===== config.mk =====
export PLATFORM = sky130hd
export DESIGN_NAME = pcfx_bkram_sd
export DESIGN_NICKNAME = d
export VERILOG_FILES = /design/src/rtl/pcfx_bkram_pkg.sv /design/src/rtl/pcfx_bkram_slot.sv /design/src/rtl/pcfx_bkram_sd.sv
export SDC_FILE = /design/constraint.sdc
export NUM_CORES = 1
export LEC_CHECK = 0
export BUFFER_PORTS_ARGS = -buffer_cell sky130_fd_sc_hd__buf_2
export CAP_MARGIN = 20
export CORE_UTILIZATION = 40
export CTS_BUF_LIST = sky130_fd_sc_hd__clkbuf_8 sky130_fd_sc_hd__clkbuf_16
export DETAILED_ROUTE_END_ITERATION = 8
export GPL_ROUTABILITY_DRIVEN = 1
export PLACE_DENSITY = 0.72
export SETUP_SLACK_MARGIN = 0.1
export SLEW_MARGIN = 20
export SYNTH_ARGS = -nofsm -noshare
export SYNTH_HDL_FRONTEND = slang
export SYNTH_SLANG_ARGS = --single-unit

===== constraint.sdc =====
create_clock -name clk_sys -period 6.3 [get_ports clk_sys]
set_clock_uncertainty 0.2 [all_clocks]
set_input_delay 0 -clock clk_sys [delete_from_list [all_inputs] [get_ports clk_sys]]
set_output_delay 0 -clock clk_sys [all_outputs]
set_load 0.005 [all_outputs]

===== src/rtl/pcfx_bkram_pkg.sv =====
// Shared types and constants for the PC-FX backup-RAM image controller.
// Slot 1 (FX-BMP) is built only when PCFX_FXBMP_EN is defined.
package pcfx_bkram_pkg;

  localparam int SECT_WORDS   = 256;
  localparam int INT_SECT_DEF = 64;
  localparam int FXB_SECT_DEF = 256;

  typedef enum logic [1:0] {
    IDLE,
    REQ,
    XFER,
    NEXT
  } bk_state_t;

  typedef struct packed {
    logic       mnt;
    logic       ro;
    logic [8:0] nsect;
    logic       ld_pend;
    logic       sv_pend;
  } bk_slot_t;

  // Whole sectors in the image, limited to the RAM capacity.
  function automatic logic [8:0] clamp_sect(
    input logic [63:0] size,
    input int          cap
  );
    logic [54:0] s;
    s = size[63:9];
    if (s > 55'(cap)) return 9'(cap);
    return s[8:0];
  endfunction

endpackage


===== src/rtl/pcfx_bkram_slot.sv =====
// One backup-RAM slot: mount capture, sector clamp and pending flags.
// Instantiated per RAM; slot 1 exists only with PCFX_FXBMP_EN.
module pcfx_bkram_slot
  import pcfx_bkram_pkg::*;
#(
  parameter int CAP = INT_SECT_DEF
) (
  input  logic        clk_sys,
  input  logic        reset_n,
  input  logic        i_mount,
  input  logic        i_readonly,
  input  logic [63:0] i_size,
  input  logic        i_load,
  input  logic        i_save,
  input  logic        i_clr_ld,
  input  logic        i_clr_sv,
  output bk_slot_t    o_slot
);

  bk_slot_t r_slot;
  logic     w_nz;
  logic     w_unmnt;
  logic     w_ld_set;
  logic     w_sv_set;

  assign w_nz    = |i_size;
  assign w_unmnt = i_mount & ~w_nz;

  assign w_ld_set = i_mount ? w_nz
                  : (i_load & r_slot.mnt);
  assign w_sv_set = ~i_mount & i_save
                  & r_slot.mnt & ~r_slot.ro;

  always_ff @(posedge clk_sys or negedge reset_n) begin
    if (!reset_n) begin
      r_slot <= '0;
    end else begin
      if (i_mount) begin
        r_slot.mnt   <= w_nz;
        r_slot.ro    <= i_readonly;
        r_slot.nsect <= clamp_sect(i_size, CAP);
      end
      // An unmount drops anything still queued.
      r_slot.ld_pend <= w_ld_set
        | (r_slot.ld_pend & ~i_clr_ld & ~w_unmnt);
      r_slot.sv_pend <= w_sv_set
        | (r_slot.sv_pend & ~i_clr_sv & ~w_unmnt);
    end
  end

  assign o_slot = r_slot;

endmodule


===== src/rtl/pcfx_bkram_sd.sv =====
// PC-FX backup-RAM <-> SD image streamer (load/save by 512-byte sectors).
// Define PCFX_FXBMP_EN to enable the FX-BMP slot (slot 1).
module pcfx_bkram_sd
  import pcfx_bkram_pkg::*;
#(
  parameter int INT_SECT = INT_SECT_DEF,
  parameter int FXB_SECT = FXB_SECT_DEF
) (
  input  logic        clk_sys,
  input  logic        reset_n,
  input  logic [1:0]  img_mounted,
  input  logic        img_readonly,
  input  logic [63:0] img_size,
  input  logic        bk_load,
  input  logic        bk_save,
  output logic [31:0] sd_lba,
  output logic [1:0]  sd_rd,
  output logic [1:0]  sd_wr,
  input  logic [1:0]  sd_ack,
  input  logic [7:0]  sd_buff_addr,
  input  logic [15:0] sd_buff_dout,
  output logic [15:0] sd_buff_din,
  input  logic        sd_buff_wr,
  output logic        ram_sel,
  output logic [15:0] ram_addr,
  output logic [15:0] ram_wdata,
  output logic        ram_we,
  input  logic [15:0] ram_rdata,
  output logic        bk_ena,
  output logic        busy
);

  logic      r_load_d;
  logic      r_save_d;
  logic      w_load_re;
  logic      w_save_re;

  bk_slot_t  w_s0;
  bk_slot_t  w_s1;
  logic [1:0] w_clr_ld;
  logic [1:0] w_clr_sv;

  bk_state_t r_state;
  bk_state_t w_state_nx;
  logic      r_slot;
  logic      r_dir;
  logic [7:0] r_sect;
  logic [8:0] r_nsect;
  logic [1:0] r_rd;
  logic [1:0] r_wr;
  logic      r_we;
  logic [15:0] r_waddr;
  logic [15:0] r_wdata;

  logic      w_go;
  logic      w_start;
  logic      w_slot_nx;
  logic      w_dir_nx;
  logic [8:0] w_ns_nx;
  logic      w_ack;
  logic      w_we;
  logic      w_last;

  assign w_load_re = bk_load & ~r_load_d;
  assign w_save_re = bk_save & ~r_save_d;

  always_ff @(posedge clk_sys or negedge reset_n) begin
    if (!reset_n) begin
      r_load_d <= 1'b0;
      r_save_d <= 1'b0;
    end else begin
      r_load_d <= bk_load;
      r_save_d <= bk_save;
    end
  end

  pcfx_bkram_slot #(
    .CAP (INT_SECT)
  ) u_slot0 (
    .clk_sys    (clk_sys),
    .reset_n    (reset_n),
    .i_mount    (img_mounted[0]),
    .i_readonly (img_readonly),
    .i_size     (img_size),
    .i_load     (w_load_re),
    .i_save     (w_save_re),
    .i_clr_ld   (w_clr_ld[0]),
    .i_clr_sv   (w_clr_sv[0]),
    .o_slot     (w_s0)
  );

`ifdef PCFX_FXBMP_EN
  pcfx_bkram_slot #(
    .CAP (FXB_SECT)
  ) u_slot1 (
    .clk_sys    (clk_sys),
    .reset_n    (reset_n),
    .i_mount    (img_mounted[1]),
    .i_readonly (img_readonly),
    .i_size     (img_size),
    .i_load     (w_load_re),
    .i_save     (w_save_re),
    .i_clr_ld   (w_clr_ld[1]),
    .i_clr_sv   (w_clr_sv[1]),
    .o_slot     (w_s1)
  );
`else
  assign w_s1 = '0;
`endif

  assign w_ack  = sd_ack[r_slot];
  assign w_last = ({1'b0, r_sect} + 9'd1) == r_nsect;

  // Loads first, then saves; slot 0 wins within each.
  always_comb begin
    w_state_nx = r_state;
    w_clr_ld   = '0;
    w_clr_sv   = '0;
    w_go       = 1'b0;
    w_start    = 1'b0;
    w_slot_nx  = r_slot;
    w_dir_nx   = r_dir;
    w_ns_nx    = r_nsect;
    unique case (r_state)
      IDLE: begin
        if (w_s0.ld_pend) begin
          w_go        = 1'b1;
          w_clr_ld[0] = 1'b1;
          w_slot_nx   = 1'b0;
          w_dir_nx    = 1'b0;
          w_ns_nx     = w_s0.nsect;
        end else if (w_s1.ld_pend) begin
          w_go        = 1'b1;
          w_clr_ld[1] = 1'b1;
          w_slot_nx   = 1'b1;
          w_dir_nx    = 1'b0;
          w_ns_nx     = w_s1.nsect;
        end else if (w_s0.sv_pend) begin
          w_go        = 1'b1;
          w_clr_sv[0] = 1'b1;
          w_slot_nx   = 1'b0;
          w_dir_nx    = 1'b1;
          w_ns_nx     = w_s0.nsect;
        end else if (w_s1.sv_pend) begin
          w_go        = 1'b1;
          w_clr_sv[1] = 1'b1;
          w_slot_nx   = 1'b1;
          w_dir_nx    = 1'b1;
          w_ns_nx     = w_s1.nsect;
        end
        // An empty image only consumes its flag.
        if (w_go && (w_ns_nx != '0)) begin
          w_start    = 1'b1;
          w_state_nx = REQ;
        end
      end
      REQ:  if (w_ack)  w_state_nx = XFER;
      XFER: if (!w_ack) w_state_nx = NEXT;
      NEXT: w_state_nx = w_last ? IDLE : REQ;
      default: w_state_nx = IDLE;
    endcase
  end

  assign w_we = sd_buff_wr & w_ack & ~r_dir
              & ((r_state == REQ) | (r_state == XFER));

  always_ff @(posedge clk_sys or negedge reset_n) begin
    if (!reset_n) begin
      r_state <= IDLE;
      r_slot  <= 1'b0;
      r_dir   <= 1'b0;
      r_sect  <= '0;
      r_nsect <= '0;
      r_rd    <= '0;
      r_wr    <= '0;
      r_we    <= 1'b0;
      r_waddr <= '0;
      r_wdata <= '0;
    end else begin
      r_state <= w_state_nx;
      if (w_start) begin
        r_slot  <= w_slot_nx;
        r_dir   <= w_dir_nx;
        r_nsect <= w_ns_nx;
        r_sect  <= '0;
      end else if (r_state == NEXT && !w_last) begin
        r_sect <= r_sect + 8'd1;
      end
      r_rd <= '0;
      r_wr <= '0;
      if (r_state == REQ && !w_ack) begin
        if (r_dir) r_wr[r_slot] <= 1'b1;
        else       r_rd[r_slot] <= 1'b1;
      end
      r_we <= w_we;
      if (w_we) begin
        r_waddr <= {r_sect, sd_buff_addr};
        r_wdata <= sd_buff_dout;
      end
    end
  end

  assign sd_lba      = {24'd0, r_sect};
  assign busy        = r_state != IDLE;
  assign bk_ena      = w_s0.mnt;
  assign ram_we      = r_we;
  assign ram_wdata   = r_wdata;
  assign sd_buff_din = ram_rdata;
  // Saves read RAM directly; hps_io absorbs the 1-cycle latency.
  assign ram_addr    = r_dir ? {r_sect, sd_buff_addr}
                             : r_waddr;

`ifdef PCFX_FXBMP_EN
  assign sd_rd   = r_rd;
  assign sd_wr   = r_wr;
  assign ram_sel = r_slot;
`else
  localparam logic [8:0] LP_FXB = 9'(FXB_SECT);
  logic w_unused;
  assign sd_rd    = {1'b0, r_rd[0]};
  assign sd_wr    = {1'b0, r_wr[0]};
  assign ram_sel  = 1'b0;
  assign w_unused = &{1'b0, img_mounted[1],
                      r_rd[1], r_wr[1], LP_FXB};
`endif

endmodule

After elaboration in Yosys (flattened, before gate mapping)
Cells that the tools add are included.
{"block": "word_totals", "regBits": 71, "latchBits": 0, "ramBits": 0, "mem_bits_ro": 0, "inputBits": 114, "output_inout_bits": 88, "word_cells": 107, "n_memories": 0}
{"block": "classes", "n_addsub": 2, "multipliers": 0, "div_mod_pow": 0, "n_lt_le_gt_ge": 3, "n_eq_ne": 7, "n_shift": 0, "mux": 37, "n_bitwise": 26, "n_reduce_logical": 15}
{"cell": "64-bit OR reduction", "count": 1}
{"cell": "55-bit by 7-bit greater-than comparator with 1-bit output, second input constant", "count": 1}
{"cell": "9-bit 2-to-1 mux", "count": 5}
{"cell": "1-bit 2-to-1 mux", "count": 24}
{"cell": "16-bit 2-to-1 mux", "count": 1}
{"cell": "8-bit 2-to-1 mux", "count": 2}
{"cell": "1-bit bitwise AND", "count": 14}
{"cell": "8-bit by 1-bit adder with 9-bit output, second input constant", "count": 1}
{"cell": "9-bit equality test", "count": 1}
{"cell": "1-bit inverter", "count": 9}
{"cell": "9-bit nonzero test", "count": 1}
{"cell": "8-bit by 1-bit adder with 8-bit output, second input constant", "count": 1}
{"cell": "2-bit one-hot mux with 4 select lines", "count": 1}
{"cell": "2-bit 2-to-1 mux", "count": 3}
{"cell": "2-bit inequality test, second input constant", "count": 3}
{"cell": "3-bit AND reduction", "count": 2}
{"cell": "2-bit nonzero test", "count": 3}
{"cell": "2-bit equality test, second input constant", "count": 2}
{"cell": "1-bit logical AND", "count": 4}
{"cell": "1-bit OR", "count": 3}
{"cell": "2-bit by 1-bit equality test with 1-bit output, second input constant", "count": 1}
{"cell": "1-bit logical NOT", "count": 2}
{"cell": "2-bit logical NOT", "count": 1}
{"cell": "1-bit by 2-bit less-than comparator with 1-bit output, second input constant", "count": 1}
{"cell": "3 further kinds", "count": 3}

Depth between registers and ports, before layout
Gate-level depths: netlist of the first run.
{"block": "depth", "ltp_word": 8, "mapped_depth": 9, "ltp_nobuf": 7}

Hierarchy
From an unflattened synthesis of the first run, not the netlist that was laid out.
{"block": "hier_totals", "hier_cells": 414, "area_unflattened_um2": 3896.2}
{"module": "pcfx_bkram_sd", "n_inst": 1, "cells_each": 342, "area_per_inst_um2": 3201.8, "seq_area_each_um2": 1426.4}
{"module": "pcfx_bkram_slot", "n_inst": 1, "cells_each": 72, "area_per_inst_um2": 694.4, "seq_area_each_um2": 325.3}

Worst setup path before layout of the first run
OpenSTA, ideal clock, no wires.
{"block": "synth_timing", "kind": "register to register", "startpoint": "register r_sect[1]", "endpoint": "register r_state[0]", "setup_time_ps": 126, "arrival_time_ps": 2180, "t_required_ps": 5974, "setup_slack_ps": 3794, "path_stages_with_launch": 9, "n_path_buf": 1, "period_less_slack_ps": 2506, "cell_sequence": "dfrtp_1 -> ha_1 -> buf_2 -> and3b_1 -> a211oi_1 -> o22a_1 -> a2111o_1 -> o21a_1 -> o32a_1"}
{"block": "synth_between", "elab_chain_cells": 4}
{"item": "start, declared", "line_no": "pcfx_bkram_sd.sv:47", "source": "logic [7:0] r_sect;"}
{"item": "start signal, assigned", "line_no": "pcfx_bkram_sd.sv:187", "source": "r_sect <= r_sect + 8'd1;"}
{"item": "8-bit by 1-bit adder with 9-bit output", "line_no": "pcfx_bkram_sd.sv:112", "source": "assign w_last = ({1'b0, r_sect} + 9'd1) == r_nsect;"}
{"item": "9-bit equality test", "line_no": "pcfx_bkram_sd.sv:112"}
{"item": "1-bit 2-to-1 mux", "line_no": "pcfx_bkram_sd.sv:159", "source": "NEXT: w_state_nx = w_last ? IDLE : REQ;"}
{"item": "2-bit one-hot mux with 4 select lines", "line_no": "pcfx_bkram_sd.sv:124", "source": "unique case (r_state)"}
{"item": "end signal, assigned", "line_no": "pcfx_bkram_sd.sv:180", "source": "r_state <= w_state_nx;"}
{"item": "end, declared", "line_no": "pcfx_bkram_sd.sv:43", "source": "bk_state_t r_state;"}
No other way between the ends.
A chain may end at the register's enable or synchronous reset.

Worst setup path after layout of the first run
{"block": "layout_timing", "startpoint": "input img_mounted[0]", "endpoint": "register u_slot0.r_slot, in the netlist u_slot0.o_slot[0]"}
{"block": "layout_between", "elab_chain_cells": 5, "word_cells_on_any_way": 8, "classes_between": "bitwise (8)"}
{"item": "start, declared", "line_no": "pcfx_bkram_sd.sv:11", "source": "input logic [1:0] img_mounted,"}
{"item": "1-bit inverter", "line_no": "pcfx_bkram_slot.sv:31", "source": "assign w_sv_set = ~i_mount & i_save"}
{"item": "1-bit bitwise AND", "line_no": "pcfx_bkram_slot.sv:31"}
{"item": "1-bit bitwise AND (2 in a row)", "line_no": "pcfx_bkram_slot.sv:32", "source": "& r_slot.mnt & ~r_slot.ro;"}
{"item": "1-bit OR *", "line_no": "pcfx_bkram_slot.sv:47", "source": "| (r_slot.sv_pend & ~i_clr_sv & ~w_unmnt);"}
{"item": "end, declared", "line_no": "pcfx_bkram_slot.sv:20", "source": "bk_slot_t r_slot;"}
Mark *: on every way between the ends. The rest lies on a longest branch, timed or not.

==> impl_results.md, run 1 <==
* Post-synth EDFFs at 0
* TritonRoute pass-1 iters at 4
* Vias in the first global route at between 3,000 and 4,000
* Routability congestion estimate at 0.8977
* IO buf count at 140
* Die Footprint at 10,130 um2
* Netlist Area Pre-Place at a little under 4000 um2
* DR vias/cell at just under 5
* Slew @ Worst Pin at 1.049 ns
* Req. time, crit path at roughly 6.3 ns
* Synth Area in Adders at 0.01607
* Crit share post-route at 0.5422
* Most common cell in the synthesized netlist: nand2_1
* Slowest CP cell: dlygate4sd3_1
* Library cells used by synthesis at slightly below 50
* Worst relative slew slack at 0.2982
* Worst-path maximum fanout at 14
* Total GRT Usage at 0.2112
* Mapped Cells at between 400 and 500
* Critical-path cell list: dlygate4sd3_1, buf_2, nor4b_1, nand4_1, nor4_2, nand4_1, dlygate4sd3_1, o211ai_1, o21ai_0, dlygate4sd3_1
* Max_cap viols at 0
* P_leak at 2.660 nW
* Reg area at 1752 um2
* Total CTS buffers at 9
* DP HPWL at 7054 um
* Largest net degree at the start of global routing at 71
* Leading area contributor after synthesis: dfrtp_1
* Die width at 100.6 um
* Placeable Area at around 9300 um2
* Unrepaired setup endpoints after global routing: no
* Gr ovfl total at 0
* Fin area at 5343 um2
* Async SR Flop Fraction at 1.000
* Endpoints failing hold at 0
* Clock sinks at 70
* DRC at 0
* Crit end category: flop
* Nets at roughly 750
* Max rail drop VDD at ~0.19 mV
* Synth top area cells: dfrtp_1, nand2_1, buf_4, mux2_2, o21ai_0
* Largest family of logic cells by synthesized area: simple AND/OR/NAND/NOR gates
* Via count at 3,708
* Cell area power density at 301.7 nW/um2
* Die height at 100.6 um
* Min cycle time layout at 3.416 ns
* Share of cells above drive strength 1 at 0.2810
* Synth warnings at 0
* Area share of the largest cell type after synthesis at 0.4500
* Layout Cells excl Fill at 759
* Clock tree buffer depth at 2
* DRT iter0 DRCs at 134
* Post-synthesis compound-gate area fraction at 0.09932
* Worst EP arrival at 3.44 ns
* Top cells by count, synth: nand2_1, dfrtp_1, buf_4
* Starting Density at 0.4173
* Fin Setup TNS at 0 ns
* Clk root buf: clkbuf_8
* Initial antenna violation count at 0
* Mean routed wirelength per cell at ~14 um
* Crit Path Class: primary input to flop
* Dpl cells at 674
* Seq cells post-synth at 70
* Latest clock arrival within the worst-skew pair at 0.34 ns
* Worst Hold Class: primary input to flop
* Post-synthesis mux area share at 0.05979
* # IOs at roughly 200
* CP Launch Type: primary input
* H-tree Lvls at 3
* Setup bufs post-CTS at 0
* Sequential share of the synthesized area at 0.4500
* Max-slew violation count at 0
* Outcome: finished clean
* DP Area at around 4500 um2
* Main synth FF type: dfrtp_1
* Fmax at 292.8 MHz
* First-pass GRT wire length at 16,570 um
* Tot Pwr at between 1.5 and 2 mW
* Ant diodes at 0
* Area growth, synth to finish at 37.25%
* CP max stage delay at 0.66 ns
* Synthesized area per cell at 8.847 um2
* XOR/XNOR share of the synthesized area at 0.01800
* Site row count at 35
* Clock transition at the registers of the reported paths at 0.07 ns
* Most used cell, CP: dlygate4sd3_1
* ANT nets after route at 0
* CTS tree: done
* Fillers at 848
* Synth Area in Simple Gates at 0.2292
* Multi-input logic area at 1745 um2
* Drt total wl at 10,440 um
* Finish-stage setup viols at 0
==> path summary, 6_finish.rpt <==
path	start	to	slack, ns	depth (start not counted)
min	bk_load	r_load_d	0.10	2
max	img_mounted[0]	u_slot0.o_slot[0]	2.88	10
max reg2reg	r_sect[0]	r_state[0]	3.28	7
min reg2reg	ram_wdata[12]	ram_wdata[12]	0.28	2
max in group asynchronous	reset_n	r_nsect[5]	5.13	3
min in group asynchronous	reset_n	r_sect[3]	0.18	3
==> power breakdown <==
group / switching (mW) / total (mW) / internal, mW
Combinational: 0.318 / 0.599 / 0.280
Sequential: 0.101 / 0.662 / 0.561
Clock: 0.162 / 0.351 / 0.189
Total: 0.582 / 1.61 / 1.03
==> routing by layer <==
metal / routed length [um] / track usage
met1: 4011 / 0.2357
met2: 5631 / 0.3957
met3: 526 / 0.04854
met4: 272 / 0.06689
met5: 0 / 0
==> kinds of logic (layout without fill, tap and decap cells) <==
logic type | after synthesis | in the layout
and+or+nand+nor | 191 | 191
buffers and inverters | 84 | 248
DFF | 70 | 70
AOI/OAI and AO/OA | 60 | 60
muxes | 21 | 21
xor gates and xnor gates | 8 | 8
adders and majority gates | 5 | 5
other | 1 | 27
==> metrics by stage <==
step	hold WS, ns	setup WS [ns]	util
6_report	0.1043	2.884	0.5728
4_1_cts	0.09548	2.966	0.5728
3_3_place_gp	-0.2000	3.390	0.4774
2_1_floorplan	-0.4956	3.794	-
5_1_grt	0.1088	2.569	0.5728
3_5_place_dp	-0.2000	3.302	0.4774
==> critical path, delay by kind of cell <==
family | cells | cell delay (ns)
compound gates | 2 | 0.21
buf+inv | 4 | 1.98
simple gates | 4 | 1.25
==> layout by cell type, fill, tap and decap left out, drive strengths merged, types with 3 or more instances in the layout <==
cell type    count
buf            142
nand2          126
dlygate4sd3     70
dfrtp           70
conb            27
o21ai           23
inv             21
mux2            18
nor4            15
clkbuf          10
a21oi            9
nand3            9
nor2             8
a211oi           7
o311ai           7
and4             6
nor3             5
ha               5
nand4            4
xor2             4
xnor2            4
or4              3
o211ai           3
mux2i            3
and3             3
clkinv           3
==> final cells by class <==
type | instances | area share
sequential | 70 | 0.3279
clock buffer | 10 | 0.02576
clock inverter | 5 | 0.009602
multi-input combinational | 312 | 0.3267
timing repair buffer | 212 | 0.2651
tap | 129 | 0.03021
inverter | 21 | 0.01475
==> what timing repair did <==
item,CTS,global route
hold buffers,70,0
resized for setup,0,0
setup endpoints to repair,0,0
endpoints found under the hold margin,127,0
==> state kept, by name, indices dropped and copies added, names as in the netlist <==
register        cells
r_state             2
r_save_d            1
r_dir               1
r_wr                1
ram_we              1
r_rd                1
u_slot0.o_slot     13
ram_wdata          16
r_waddr            16
r_load_d            1
r_sect              8
r_nsect             9
(Power assumes the default switching activity.)
==> inputs of run 2 (changes only) <==
==> constraint.sdc (replaced) <==
create_clock -name clk_sys -period 3.5 [get_ports clk_sys]
set_clock_uncertainty 0.2 [all_clocks]
set_input_delay 0 -clock clk_sys [delete_from_list [all_inputs] [get_ports clk_sys]]
set_output_delay 0 -clock clk_sys [all_outputs]
set_load 0.005 [all_outputs]
==> impl_results.md, run 2 (synthesis gave the netlist of run 1 again) <==
* Starting Density at 0.4173 (unchanged)
* Total GRT Usage at 0.2143 (+0.003122)
* P_leak at 2.680 nW (+0.75%)
* Total CTS buffers at 9 (unchanged)
* Worst Hold Class: primary input to async pin
* Crit share post-route at 0.8720
* Cell area power density at 533.2 nW/um2 (+77%)
* DRT iter0 DRCs at 160 (+19%)
* Gr ovfl total at 0 (unchanged)
* CP top delay family: buffers and inverters
* Fin Setup TNS at 0 ns (unchanged)
* Latest clock arrival within the worst-skew pair at 0.34 ns (about the same)
* IO buf count at 140 (unchanged)
* Drt total wl at 10,530 um (+0.80%)
* Clock sinks at 70 (unchanged)
* CP max stage delay at 0.64 ns (-0.02 ns)
* Crit end category: flop
* First-pass GRT wire length at 16,860 um (+1.7%)
* Post-layout util at 0.5728 (unchanged)
* Area growth, synth to finish at 37.25% (unchanged)
* Outcome: finished clean
* Dpl cells at 677 (+0.45%)
* Unrepaired setup endpoints after global routing: no
* Ant diodes at 0 (unchanged)
* Clk root buf: clkbuf_8
* Setup bufs post-CTS at 0 (unchanged)
* CP Launch Type: primary input
* DR vias/cell at 4.841 (-0.90%)
* Placeable Area at 9328 um2 (unchanged)
* CTS tree: done
* Vias in the first global route at 3,608 (+0.45%)
* Initial antenna violation count at 0 (unchanged)
* # IOs at 202 (unchanged)
* H-tree Lvls at 3 (unchanged)
* Slowest CP cell: dlygate4sd3_1
* Endpoints failing hold at 0 (unchanged)
* Max_cap viols at 0 (unchanged)
* Share of cells above drive strength 1 at 0.2844 (+0.003408)
* Nets at 747 (+0.27%)
* Clock tree buffer depth at 2 (unchanged)
* DRC at 0 (unchanged)
* Req. time, crit path at 3.52 ns (-2.81 ns)
* Min cycle time layout at 3.052 ns
* Finish-stage setup viols at 0 (unchanged)
* Bufs and invs on worst path at 4 (unchanged)
* Via count at 3,689 (-0.51%)
* Routability congestion estimate at 0.9171 (+2.2%)
* Tot Pwr at 2.849 mW (+77%)
* Worst EP arrival at 3.07 ns (-0.37 ns)
* Largest net degree at the start of global routing at 43 (-39%)
* Most used cell, CP: dlygate4sd3_1
* Worst relative slew slack at 0.4953 (+0.1971)
* Crit Path Class: primary input to flop
* ANT nets after route at 0 (unchanged)
* DP HPWL at 7179 um (+1.8%)
* TritonRoute pass-1 iters at 4 (unchanged)
* Die Footprint at 10,130 um2 (unchanged)
* Max-slew violation count at 0 (unchanged)
* Most frequent cells in the layout: buf_2, nand2_1, dfrtp_1
* Max rail drop VDD at 0.2994 mV (+55%)
* Critical-path cell list: dlygate4sd3_1, buf_2, nor4b_1, nand4_1, nor4_4, nand4_1, dlygate4sd3_1, o211ai_1, o21ai_0, dlygate4sd3_1
* Site row count at 35 (unchanged)
* Mean routed wirelength per cell at 13.81 um (+0.41%)
* Worst-path maximum fanout at 14 (unchanged)
* Die height at 100.6 um (unchanged)
* Commonest non-fill, non-tap cell in the layout: buf_2
* Die width at 100.6 um (unchanged)
* Place WS at 0.5443 ns (-2.758 ns)
* Clock transition at the registers of the reported paths at 0.07 ns (about the same)
* Min setup slack post-route at 0.4481 ns (-2.436 ns)
* Layout Cells excl Fill at 762 (+0.40%)
* Slew @ Worst Pin at 0.7552 ns (-0.2934 ns)
* Fmax at 327.7 MHz
## run 2: per-layer routing
metal | vias to the layer above | GRT usage | share of wire
li1 | 1811 | - | -
met1 | 1718 | 0.2463 | 0.39
met4 | 0 | 0.07358 | 0.019
met5 | - | 0 | 0
met3 | 17 | 0.04022 | 0.053
met2 | 143 | 0.3973 | 0.54
## run 2: what timing repair did
action,CTS,global route
setup endpoints to repair,0,1
endpoints found under the hold margin,85,0
hold buffers,69,0
gates resized for setup,0,1
## run 2: path summary, 6_finish.rpt
kind | start | endpoint | cells past startpoint | slack [ns]
max in group asynchronous | reset_n | r_rd[0] | 3 | 2.09
worst max register to register | r_sect[0] | r_state[0] | 7 | 0.51
worst min-delay path | reset_n | r_waddr[13] | 2 | 0.03
worst min register to register | ram_wdata[10] | ram_wdata[10] | 2 | 0.27
worst max-delay path | img_mounted[0] | u_slot0.o_slot[0] | 10 | 0.45
min in group clk_sys | bk_save | r_save_d | 2 | 0.12
## run 2: stage by stage
| step | area, um2 | hold WS [ns] |
|---|---|---|
| finish | 5343 | 0.02535 |
| CTS | 5334 | 0.02779 |
| floorplan | 3990 | -0.4956 |
| global route | 5343 | 0.08001 |
| detailed placement | 4476 | -0.2000 |
| global placement | 4476 | -0.2000 |
## run 2: where the power goes
part           total [mW]  internal, mW  leakage (nW)  switching, mW
logic                1.14         0.517          1.68          0.621
registers            1.15          1.01         0.905          0.144
clock network       0.557         0.267        0.0944          0.290
total                2.85          1.79          2.68           1.05
## run 2: worst register-to-register path: stages, from the launching register on
cell,delay [ns]
dfrtp_1,0.55
ha_1,0.38
and4bb_2,0.26
a211oi_1,0.04
o22a_1,0.22
a2111o_1,0.59
o21a_1,0.30
o32a_1,0.33
## run 2: area by class of cell
cell class,count,area (um2)
fill,826,3985
multi-input combinational,312,1754
sequential,70,1752
tap,129,161.4
clock inverter,6,30.03
clock buffer,10,137.6
inverter,21,78.83
timing repair buffer,214,1429
==> inputs of run 3 (changes only) <==
--- a/config.mk
+++ b/config.mk
@@ -7,11 +7,13 @@
 export LEC_CHECK = 0
 export BUFFER_PORTS_ARGS = -buffer_cell sky130_fd_sc_hd__buf_2
 export CAP_MARGIN = 20
-export CORE_UTILIZATION = 40
+export CELL_PAD_IN_SITES_DETAIL_PLACEMENT = 1
+export CELL_PAD_IN_SITES_GLOBAL_PLACEMENT = 2
+export CORE_UTILIZATION = 25
 export CTS_BUF_LIST = sky130_fd_sc_hd__clkbuf_8 sky130_fd_sc_hd__clkbuf_16
 export DETAILED_ROUTE_END_ITERATION = 8
 export GPL_ROUTABILITY_DRIVEN = 1
-export PLACE_DENSITY = 0.72
+export PLACE_DENSITY = 0.81
 export SETUP_SLACK_MARGIN = 0.1
 export SLEW_MARGIN = 20
 export SYNTH_ARGS = -nofsm -noshare
==> impl_results.md, run 3 (synthesis gave the netlist of run 1 again) <==
* Fin area at 5533 um2 (+3.6%)
* Layout Cells excl Fill at 816 (+7.1%)
* Crit path from: r_sect[0]
* Via count at 3,733 (+1.2%)
* Reg2reg path depth at 7 (unchanged)
* Unrepaired setup endpoints after global routing: no
* Clock transition at the registers of the reported paths at 0.06 ns (about the same)
* CP max stage delay at 0.59 ns (-0.05 ns)
* Die height at 126.8 um (+26%)
* Post-CTS resize count at 0 (unchanged)
* Endpoints failing hold at 0 (unchanged)
* IO buf count at 140 (unchanged)
* Die Footprint at 16,070 um2 (+59%)
* Max_cap viols at 0 (unchanged)
* Placeable Area at 15,200 um2 (+63%)
* Most frequent cells in the layout: buf_2, nand2_1, dfrtp_1
* Fmax at 330.9 MHz (+1.0%)
* Worst EP arrival at 3.03 ns (-0.04 ns)
* Largest net degree at the start of global routing at 39 (-9.3%)
* Slew @ Worst Pin at 0.7985 ns (+0.04331 ns)
* Crit end category: flop
* Die width at 126.8 um (+26%)
* Routability congestion estimate at 0.7583 (-17%)
* Commonest non-fill, non-tap cell in the layout: buf_2
* Starting Density at 0.2560 (-0.1613)
* Cell area power density at 594.9 nW/um2 (+12%)
* Critical-path cell list: ha_1, and4bb_2, a211oi_1, o22a_1, a2111o_1, o21a_1, o32a_1
* First-pass GRT wire length at 19,110 um (+13%)
* Total CTS buffers at 9 (unchanged)
* Area growth, synth to finish at 42.14%
* Latest clock arrival within the worst-skew pair at 0.32 ns (-0.02 ns)
* P_leak at 2.702 nW (+0.81%)
* RR Endpoint: r_state[0]
* Gr ovfl total at 0 (unchanged)
* Critical path endpoint: r_state[0]
* DRT iter0 DRCs at 152 (-5.0%)
* Critical R2R Launch: r_sect[0]
* DP Area at 4542 um2 (+1.5%)
* Vias in the first global route at 4,005 (+11%)
* DR vias/cell at 4.575 (-5.5%)
* Clk root buf: clkbuf_16
* Post-layout util at 0.3640 (-0.2088)
* Max rail drop VDD at 0.2875 mV (-4.0%)
* Clock sinks at 70 (unchanged)
* Drt total wl at 11,640 um (+11%)
* Mean routed wirelength per cell at 14.26 um (+3.3%)
* Place WS at 0.4143 ns (-0.1301 ns)
* Req. time, crit path at 3.51 ns (about the same)
* Switching share of total power at 0.3364 (-0.03377)
* ANT nets after route at 0 (unchanged)
* CTS tree: done
* Internal power at 2.184 mW (+22%)
* Outcome: finished clean
* Worst Hold Class: primary input to async pin
* H-tree Lvls at 3 (unchanged)
* Min setup slack post-route at 0.4783 ns (+0.03022 ns)
* Comb power frac at 0.351 (-0.048)
* Crit Path Class: flop to flop
* Ant diodes at 0 (unchanged)
* Dpl cells at 735 (+8.6%)
* Initial antenna violation count at 0 (unchanged)
* R2R Setup Slk at 0.48 ns (-0.03 ns)
* Worst relative slew slack at 0.4676 (-0.02765)
* Share of cells above drive strength 1 at 0.2866 (+0.002264)
* Min cycle time layout at 3.022 ns (-0.03022 ns)
* Worst-path maximum fanout at 14 (unchanged)
* DP HPWL at 8142 um (+13%)
* DRC at 0 (unchanged)
* Seq pwr share at 0.351 (-0.054)
* CP Launch Type: flop
* Clock power share at 0.298 (+0.102)
* Fin Setup TNS at 0 ns (unchanged)
* Finish-stage setup viols at 0 (unchanged)
* Site row count at 45 (+29%)
* Total GRT Usage at 0.1503 (-0.06405)
* Max-slew violation count at 0 (unchanged)
* Slowest CP cell: a2111o_1
* Clock tree buffer depth at 2 (unchanged)
* Nets at 743 (-0.54%)
* Sw power at 1.107 mW (+5.0%)
* Crit share post-route at 0.8633 (-0.008633)
* # IOs at 202 (unchanged)
* TritonRoute pass-1 iters at 4 (unchanged)
## run 3: through the flow
step / total power, mW / hold slack, ns
2_1_floorplan: 1.841 / -0.4956
3_3_place_gp: 2.219 / -0.2000
3_5_place_dp: 2.282 / -0.2000
4_1_cts: 3.347 / 0.1306
5_1_grt: 3.534 / 0.1309
6_report: 3.291 / 0.1045
## run 3: area by class of cell
type,count,area (um2)
Fill cell,1805,9669
Sequential cell,70,1752
Multi-Input combinational cell,312,1752
Timing Repair Buffer,210,1391
Clock buffer,11,252.7
Tap cell,188,235.2
Inverter,21,78.83
Clock inverter,4,71.32
## run 3: timing repair
| item | 4_1_cts | 5_1_grt |
|---|---|---|
| buffers inserted | 0 | 0 |
| hold endpoints to repair | 90 | 0 |
| hold buffers | 66 | 0 |
| endpoints found under the setup margin | 0 | 0 |
## run 3: metal layers
| metal | global-route usage | vias up | wire, um |
|---|---|---|---|
| met5 | 0 | - | 0 |
| li1 | - | 1794 | - |
| met3 | 0.03121 | 16 | 591 |
| met4 | 0.04482 | 0 | 151 |
| met2 | 0.2857 | 156 | 6162 |
| met1 | 0.1673 | 1767 | 4733 |
## run 3: worst min-delay path by stage
stage / start / endpoint / slack, ns
2_1_floorplan: reset_n / r_dir / -0.50
3_3_place_gp: ram_rdata[0] / sd_buff_din[0] / -0.20
3_5_place_dp: ram_rdata[0] / sd_buff_din[0] / -0.20
4_1_cts: bk_save / r_save_d / 0.13
5_1_grt: bk_save / r_save_d / 0.13
6_report: reset_n / r_waddr[14] / 0.10
## run 3: critical path: cells and delay by family (launching register included)
family	cells	cell delay, ns
AO/OA/AOI/OAI	5	1.48
flip-flops	1	0.56
adder cells (fa/ha/maj)	1	0.39
AND/OR/NAND/NOR	1	0.27
## run 3: power by group through the flow
stage                     sequential, mW  clock (mW)  combinational [mW]
after CTS                           1.16        1.02                1.18
after detailed placement            1.17           0                1.11
after global routing                1.19        1.04                1.30
after floorplan                     1.14           0               0.703
after global placement              1.15           0                1.07
final                               1.15       0.982                1.16
